## src/rtl/ball_motion_pkg.sv

```systemverilog
// ball_motion_pkg: FSM states, 640x480 visible-area constants and the signed 11-bit position type for ball motion
package ball_motion_pkg;
  typedef enum logic [1:0] {IDLE, STEP_X, STEP_Y} state_t;
  localparam int H_VIS = 640;
  localparam int V_VIS = 480;
  typedef logic signed [10:0] pos_t;
endpackage

```

## src/rtl/ball_motion_controller_vsync_edge_detect.sv

```systemverilog
// vsync_edge_detect: one-register level-to-pulse frame tick; ports i_clk, i_rst, i_vsync -> o_tick (high while i_vsync==POL and previous sample was not)
module vsync_edge_detect #(
  parameter bit POL = 1'b0
) (
  input  logic i_clk,
  input  logic i_rst,
  input  logic i_vsync,
  output logic o_tick
);
  logic prev;
  always_ff @(posedge i_clk or posedge i_rst)
    if (i_rst) prev <= ~POL;
    else prev <= i_vsync;
  assign o_tick = (i_vsync == POL) && (prev != POL);
endmodule

```

## src/rtl/ball_motion_controller.sv

```systemverilog
// ball_motion_controller: per-frame ball X/Y stepper with edge bounce plus registered ball-on flag; in i_clk,i_rst,i_vsync,i_enable,i_hpos,i_vpos,i_visible; out o_ball_x,o_ball_y,o_ball_on,o_busy,o_bounce_x,o_bounce_y, and o_bounce_count when BALL_MOTION_BOUNCE_COUNT_EN is defined
module ball_motion_controller
  import ball_motion_pkg::*;
#(
  parameter int H_VISIBLE = H_VIS,
  parameter int V_VISIBLE = V_VIS,
  parameter int BALL_SIZE = 8,
  parameter int X_INIT    = 128,
  parameter int Y_INIT    = 128,
  parameter int X_SPEED   = 2,
  parameter int Y_SPEED   = 2,
  parameter bit VSYNC_POL = 1'b0
) (
  input  logic       i_clk,
  input  logic       i_rst,
  input  logic       i_vsync,
  input  logic       i_enable,
  input  logic [9:0] i_hpos,
  input  logic [9:0] i_vpos,
  input  logic       i_visible,
  output logic [9:0] o_ball_x,
  output logic [9:0] o_ball_y,
  output logic       o_ball_on,
  output logic       o_busy,
  output logic       o_bounce_x,
  output logic       o_bounce_y
`ifdef BALL_MOTION_BOUNCE_COUNT_EN
  ,
  output logic [15:0] o_bounce_count
`endif
);
  localparam pos_t X_MAX = pos_t'(H_VISIBLE - BALL_SIZE);
  localparam pos_t Y_MAX = pos_t'(V_VISIBLE - BALL_SIZE);
  localparam pos_t X_STEP = pos_t'(X_SPEED);
  localparam pos_t Y_STEP = pos_t'(Y_SPEED);
  localparam logic [10:0] BS = 11'(BALL_SIZE);
  state_t state, state_n;
  logic tick, dir_x, dir_y, hi_x, lo_x, hi_y, lo_y, on;
  pos_t cand_x, cand_y;
  vsync_edge_detect #(.POL(VSYNC_POL)) u_vsync (
    .i_clk  (i_clk),
    .i_rst  (i_rst),
    .i_vsync(i_vsync),
    .o_tick (tick)
  );
  always_comb begin
    state_n = state == IDLE ? ((tick && i_enable) ? STEP_X : IDLE) : state == STEP_X ? STEP_Y : IDLE;
    cand_x = dir_x ? pos_t'({1'b0, o_ball_x}) + X_STEP : pos_t'({1'b0, o_ball_x}) - X_STEP;
    cand_y = dir_y ? pos_t'({1'b0, o_ball_y}) + Y_STEP : pos_t'({1'b0, o_ball_y}) - Y_STEP;
    hi_x = cand_x > X_MAX;
    lo_x = cand_x[10];
    hi_y = cand_y > Y_MAX;
    lo_y = cand_y[10];
    on = i_visible
      && {1'b0, i_hpos} >= {1'b0, o_ball_x} && {1'b0, i_hpos} < {1'b0, o_ball_x} + BS
      && {1'b0, i_vpos} >= {1'b0, o_ball_y} && {1'b0, i_vpos} < {1'b0, o_ball_y} + BS;
  end
  // busy also covers the cycle after STEP_Y so it falls one edge after the FSM returns to IDLE
  always_ff @(posedge i_clk or posedge i_rst)
    if (i_rst) begin
      state      <= IDLE;
      o_busy     <= 1'b0;
      o_bounce_x <= 1'b0;
      o_bounce_y <= 1'b0;
      o_ball_on  <= 1'b0;
      o_ball_x   <= 10'(X_INIT);
      o_ball_y   <= 10'(Y_INIT);
      dir_x      <= 1'b1;
      dir_y      <= 1'b1;
    end else begin
      state      <= state_n;
      o_busy     <= (state_n != IDLE) || (state == STEP_Y);
      o_bounce_x <= (state == STEP_X) && (hi_x || lo_x);
      o_bounce_y <= (state == STEP_Y) && (hi_y || lo_y);
      o_ball_on  <= on;
      if (state == STEP_X) begin
        o_ball_x <= hi_x ? X_MAX[9:0] : lo_x ? 10'd0 : cand_x[9:0];
        dir_x    <= hi_x ? 1'b0 : lo_x ? 1'b1 : dir_x;
      end
      if (state == STEP_Y) begin
        o_ball_y <= hi_y ? Y_MAX[9:0] : lo_y ? 10'd0 : cand_y[9:0];
        dir_y    <= hi_y ? 1'b0 : lo_y ? 1'b1 : dir_y;
      end
    end
`ifdef BALL_MOTION_BOUNCE_COUNT_EN
  logic [16:0] cnt_sum;
  assign cnt_sum = {1'b0, o_bounce_count} + 17'(o_bounce_x) + 17'(o_bounce_y);
  always_ff @(posedge i_clk or posedge i_rst)
    if (i_rst) o_bounce_count <= 16'd0;
    else o_bounce_count <= cnt_sum[16] ? 16'hFFFF : cnt_sum[15:0];
`endif
endmodule

```

## config.mk

```make
export PLATFORM = sky130hd
export DESIGN_NAME = ball_motion_controller
export DESIGN_NICKNAME = d
export VERILOG_FILES = /design/src/rtl/ball_motion_pkg.sv /design/src/rtl/ball_motion_controller_vsync_edge_detect.sv /design/src/rtl/ball_motion_controller.sv
export SDC_FILE = /design/constraint.sdc
export NUM_CORES = 1
export LEC_CHECK = 0
export CAP_MARGIN = 10
export CORE_MARGIN = 2
export CORE_UTILIZATION = 65
export CTS_CLUSTER_DIAMETER = 60
export CTS_CLUSTER_SIZE = 16
export DETAILED_ROUTE_END_ITERATION = 6
export DONT_BUFFER_PORTS = 1
export GPL_ROUTABILITY_DRIVEN = 0
export HOLD_SLACK_MARGIN = 0.02
export PLACE_DENSITY_LB_ADDON = 0.12
export SETUP_SLACK_MARGIN = 0.1
export SLEW_MARGIN = 20
export SYNTH_ARGS = -nofsm -noshare
export SYNTH_HDL_FRONTEND = slang
export SYNTH_HIERARCHICAL = 1
export SYNTH_SLANG_ARGS = --single-unit
```

## constraint.sdc

```tcl
create_clock -name i_clk -period 5.25 [get_ports i_clk]
set_input_delay 1.05 -clock i_clk [delete_from_list [all_inputs] [get_ports i_clk]]
set_output_delay 1.05 -clock i_clk [all_outputs]
set_load 0.03 [all_outputs]
```

==> reports/results.ini <==
[grt]
grt_pass1_wl_mm = 11.0
grt_pass1_vias = 2461
antenna_found_initial = 0
grt_overflow_total = 0
largest_net_degree_at_the_start_of_global_routing = 27
grt_usage_pct = 26.4

[cts]
postCtsResizedCells = 0
cts-root-buf = sky130_fd_sc_hd__clkbuf_8
max-clock-path-buffers = 2
cts.clk_slew.worst_paths_ns = 0.11
cts_setup_buffers = 0
tritoncts.num_buffers = 3
numClockSinks = 27
cts_htree_levels = 1
cts-hold-fix-buffers = 0
cts_tree = built
clk-insertion-delay-late_ns = 0.29

[timing]
maxClockFrequency_mhz = 329
slew_violations = 0
worst_path_setup_slack_after_routing_ns = 2.21
setup-tns-final_ns = 0
rsz_0062_raised_after_global_routing = false
min_period_over_period_pct = 57.9
worst_slew_margin_relative_to_its_limit_pct = 39.5
worst_slew_pin_tran_ns = 0.902
hold_viol_final = 0
clock_skew_ns = 0.0110
setup_viol = 0
hold-worst-slack_ns = 0.483
post-route-min-period_ns = 3.04

[die]
floorplan.die.width_um = 71.9
design.die.area_um2 = 5170
io-pin-count = 49
starting_density_of_the_core_pct = 67.9
rows = 24
core_region_area_um2 = 4410
die_y_um = 71.9

[logic_synthesis]
netlist_instances = 345
synth_seq_cells = 27
async_flop_share_pct = 100
synthDistinctLibCells = 64
synth_enable_flop_cells = 0
main_synth_ff_type = sky130_fd_sc_hd__dfrtp_1
synth_warnings = 6
synth_seq_area_share_pct = 22.7
synthesis.area_per_instance_um2 = 8.69
syn_area_um2 = 3000

[drt]
vias_per_cell = 6.50
vias = 2574
drt_pre_antenna_iters = 4
drc = 0
drt-wirelength-per-cell_um = 16.3
antenna_viol_nets_final = 0
finalWirelength_mm = 6.46
first_iter_violations = 126

[setup_path]
crit_path_cell_trace = ha_1 -> and3_1 -> nand3_1 -> xnor2_1 -> ha_1 -> or4b_2 -> a21oi_1 -> o21ai_0 -> a2111oi_0
worst-endpoint-required_ns = 5.40
cp_num_buf_inv = 0
cp_top_family = simple AND/OR/NAND/NOR gates
timing.critical_path.arrival_ns = 3.19
crit_slowest_cell = sky130_fd_sc_hd__or4b_2
setup.worst_path.class = flip-flop to flip-flop
critical_path.endpoint_type = flip-flop
start_kind = flip-flop
worst_path_largest_cell_delay_ns = 0.66
worst-path-max-fanout = 6
crit_path_frequent_cell = sky130_fd_sc_hd__ha_1

[layout]
finish.utilization_pct = 70.0
most-common-layout-cells = 50 x sky130_fd_sc_hd__ha_1, 31 x sky130_fd_sc_hd__inv_1, 25 x sky130_fd_sc_hd__nor2_1
antenna_cells_inserted = 0
nets = 422
layout.cells.most_common = sky130_fd_sc_hd__ha_1
drive_gt1_share_pct = 6.69
area.growth.synth_to_final_pct = 2.96

[power]
highest_ir_drop_seen_on_vdd_mv = 0.347
pwr_density_cell_nw_per_um2 = 624
leakage_nw = 1.43

[job]
total_of_max_cap_violations = 0

[placement]
hpwlAfterDp_mm = 5.18
portBuffers = 0
placement.setup.worst_slack_ns = 2.15

[min_path]
worstHoldPathType = flip-flop to flip-flop

[run_status]
status = complete, no violations

sequential cells by signal (all words and copies together) (netlist names):
signal / count
dir_y: 1
o_ball_on: 1
state: 2
o_ball_y: 9
o_ball_x: 9
o_bounce_x: 1
o_bounce_y: 1
o_busy: 1
dir_x: 1
u_vsync/prev: 1
per-stage QoR:
step	total power [mW]	area, um2	instances
after floorplan	1.53	3000	346
after global placement	1.75	3040	392
after detailed placement	1.79	3040	392
after CTS	1.92	3090	396
after global routing	2.12	3090	396
final	1.93	3090	396
synth_stat cells (3+ instances only):
cell | instances | area, um2
sky130_fd_sc_hd__a21oi_1 | 21 | 105
sky130_fd_sc_hd__nor4_1 | 5 | 31.3
sky130_fd_sc_hd__dfrtp_1 | 22 | 551
sky130_fd_sc_hd__dfstp_2 | 5 | 131
sky130_fd_sc_hd__clkbuf_1 | 3 | 11.3
sky130_fd_sc_hd__nand3_1 | 11 | 55.1
sky130_fd_sc_hd__o22ai_1 | 4 | 25.0
sky130_fd_sc_hd__xnor2_1 | 15 | 131
sky130_fd_sc_hd__a41o_1 | 3 | 30.0
sky130_fd_sc_hd__o21bai_1 | 3 | 22.5
sky130_fd_sc_hd__a31oi_1 | 7 | 43.8
sky130_fd_sc_hd__nand4_1 | 3 | 18.8
sky130_fd_sc_hd__o21a_1 | 4 | 30.0
sky130_fd_sc_hd__and3_1 | 5 | 31.3
sky130_fd_sc_hd__ha_1 | 50 | 626
sky130_fd_sc_hd__nand2b_1 | 8 | 50.1
sky130_fd_sc_hd__o211ai_1 | 4 | 30.0
sky130_fd_sc_hd__nand2_1 | 23 | 86.3
sky130_fd_sc_hd__nor3_1 | 9 | 45.0
sky130_fd_sc_hd__a21o_1 | 4 | 30.0
sky130_fd_sc_hd__nor2_1 | 25 | 93.8
sky130_fd_sc_hd__o21ai_0 | 15 | 75.1
sky130_fd_sc_hd__a22o_1 | 3 | 26.3
sky130_fd_sc_hd__o21ai_1 | 3 | 15.0
sky130_fd_sc_hd__xor2_1 | 4 | 35.0
sky130_fd_sc_hd__inv_1 | 32 | 120
routing by layer:
metal  routed length [um]  track usage (%)  vias to the layer above  share of wire (%)
met2                 3000             44.0                       65                 47
met3                  388             4.44                        5                6.0
met5                    0                0                        -                  0
li1                     -                -                     1283                  -
met4                   49             5.87                        0               0.76
met1                 3020             36.4                     1221                 47
cell families after synthesis:
logic type	count (synthesis)	share of synthesized area (%)
AOI/OAI and AO/OA	100	25.1
xor gates and xnor gates	19	5.55
adders and majority gates	52	22.2
buffers and inverters	38	5.01
DFF	27	22.7
muxes	3	1.08
other	1	0.125
and+or+nand+nor	105	18.2
path summary, 6_finish.rpt:
check                                    end  depth (start not counted)  slack [ns]        start
worst min register to register      state[0]                          1        0.48     state[1]
worst min-delay path                state[0]                          1        0.48     state[1]
min in group asynchronous       u_vsync/prev                          1        0.64        i_rst
worst max-delay path               o_ball_on                          9        2.21  o_ball_y[4]
max in group asynchronous        o_ball_x[6]                          1        4.10        i_rst
worst max register to register     o_ball_on                          9        2.21  o_ball_y[4]
where the power goes:
part	switching (mW)	leakage (nW)	internal, mW	total [mW]
logic	0.746	1.07	0.528	1.27
registers	0.244	0.335	0.280	0.524
clock network	0.0740	0.0261	0.0560	0.130
final cells by class:
type	instances	area, um2
Clock buffer	3	41.3
Clock inverter	1	8.76
Fill cell	360	1330
Inverter	32	120
Multi-Input combinational cell	281	2170
Sequential cell	27	682
Tap cell	52	65.1
Note: power is estimated with default switching activity, not from simulation.
==> edit: new RTL, config.mk and constraints unchanged <==
`VSYNC_POL`: 1'b0 -> 1'b1.
--- a/src/rtl/ball_motion_controller.sv
+++ b/src/rtl/ball_motion_controller.sv
@@ -9,7 +9,7 @@
   parameter int Y_INIT    = 128,
   parameter int X_SPEED   = 2,
   parameter int Y_SPEED   = 2,
-  parameter bit VSYNC_POL = 1'b0
+  parameter bit VSYNC_POL = 1'b1
 ) (
   input  logic       i_clk,
   input  logic       i_rst,
Formal check against the unedited RTL: not equivalent (Yosys sat finds a counterexample within 4 cycles, from zero or initial values and one cycle with i_rst high).
==> edit against the unedited design <==
Utilization rose by 0.45 points. Setup slack improved by 0.037 ns. Area after synthesis barely moved. Sequential cell count did not move. Critical path depth did not move. Cell area barely moved. Power fell by 0.41%. Routed wire length fell by 2.3%. Critical path type unchanged. Critical endpoint unchanged.
==> edit: results (changes against the unedited design) <==
crit path max fanout=6 (unchanged); grt met3 use=4.167% (was 4.444%); Yosys reg bits=27 (unchanged); initial drt markers=145 (was 126); worst slew pin tran=0.9222 ns (was 0.9023 ns); # fillers=362 (was 360); most frequent cells after synthesis=ha_1, inv_1, nor2_1 (unchanged); top cells by area, synth=ha_1, dfrtp_1, xnor2_1 (was ha_1, dfrtp_1, dfstp_2); sequential element share of the synthesized area=22.70% (was 22.74%); placed cell areas=0.003037 mm^2 (was 0.003038 mm^2); first-pass GRT wire length=11050 um (was 10990 um); number of global-route vias before repair=2483 (was 2461); delay-heaviest family, CP=simple AND/OR/NAND/NOR gates (unchanged); post-detail-place hpwl=5122 um (was 5183 um); cells after synthesis=345 (unchanged); DRT Pass-1 Iters=4 (unchanged); Worst Skew=0.002742 ns (was 0.01100 ns); Slowest cell on crit path=dfrtp_1 (was or4b_2); total track usage=26.18% (was 26.42%); worst-skew pair later-pin latency=0.27 ns (was 0.29 ns); I/O Buffers=0 (unchanged); YS warnings=6 (unchanged); status=complete, no violations (unchanged); peak supply drop=0.0003890 V (was 0.0003467 V); share of cells above drive strength 1=6.395% (was 6.686%); Placed Cells=392 (unchanged); clock tree buffer depth=2 (unchanged); Num CTS Buffers=3 (unchanged); Worst Hold Class=input port to asynchronous set/reset pin (was flop to flop); Setup Buffers After CTS=0 (unchanged); ys flop type=dfrtp_1 (unchanged); H-tree depth=1 (unchanged); Vias/cell=6.409 (was 6.500); slowest cell delay on critical path=0.66 ns (about the same); met1 GRT Util=36.25% (was 36.37%); routed len/inst=15.92 um (was 16.30 um); FFs w/ async S/R, synth=100.0% (unchanged); met2 GRT Util=44.14% (was 44.03%); Yosys cell types=64 (unchanged); WP data arrival=3.15 ns (was 3.19 ns); leakage dissipation=1.439 nW (was 1.433 nW); post-route ant nets=0 (unchanged)
==> edit: changes by cell type in the layout (fill, tap and decap cells not counted) <==
cell and change:
clkinv_1 -1, dfstp_2 -1, dfrtp_1 +1, inv_1 +1
==> edit: logic make-up (layout without fill, tap and decap cells) <==
group	Yosys count	count (layout)	share of synthesized area, %
buffers and inverters	38	36	5.008
xor gates and xnor gates	19	19	5.551
adders and majority gates	52	52	22.20
AOI/OAI and AO/OA	100	100	25.08
DFF	27	27	22.70
other	1	2	0.1251
and+or+nand+nor	105	105	18.24
muxes	3	3	1.085
==> edit: cell type report <==
cell class | count | area [um^2] | area share [%]
Multi-Input combinational cell | 281 | 2171 | 70.33
Sequential cell | 27 | 680.7 | 22.05
Clock buffer | 3 | 41.29 | 1.338
Inverter | 32 | 120.1 | 3.891
Clock inverter | 1 | 8.758 | 0.2837
Tap cell | 52 | 65.06 | 2.108
==> edit: metrics by stage <==
stage / utilization (%) / hold WS [ns] / worst slack, ns / total power, W
after global routing: 70.41 / 0.4824 / 2.040 / 0.002122
after global placement: 69.26 / 0.4667 / 2.253 / 0.001742
final: 70.41 / 0.4788 / 2.248 / 0.001919
after detailed placement: 69.26 / 0.4674 / 2.206 / 0.001783
after floorplan: - / 0.4442 / 2.543 / 0.001520
after CTS: 70.41 / 0.4823 / 2.186 / 0.001916
==> edit: where the power goes <==
part           switching (W)  internal [W]  total [W]
clock              0.0000702     0.0000557   0.000126
combinational       0.000747      0.000527    0.00127
sequential          0.000240      0.000279   0.000520
total                0.00106      0.000862    0.00192
==> edit: final timing paths <==
kind / from / endpoint / slack (ns) / depth (start not counted)
worst max-delay path: o_ball_y[3]$_DFFE_PP0P_ / o_ball_on$_DFF_PP0_ / 2.25 / 9
worst min-delay path: i_rst / u_vsync/prev$_DFF_PP0_ / 0.48 / 1
worst max register to register: o_ball_y[3]$_DFFE_PP0P_ / o_ball_on$_DFF_PP0_ / 2.25 / 9
worst min register to register: state[0]$_DFF_PP0_ / state[0]$_DFF_PP0_ / 0.48 / 1
max in group asynchronous: i_rst / o_ball_x[6]$_DFFE_PP0P_ / 3.83 / 1
min in group i_clk: state[0]$_DFF_PP0_ / state[0]$_DFF_PP0_ / 0.48 / 1
==> edit: layer usage <==
layer  vias to the layer above  wire [um]
met3                         6        463
met5                         -          0
met4                         0         52
met1                      1170       2887
met2                        79       2901
li1                       1283          -
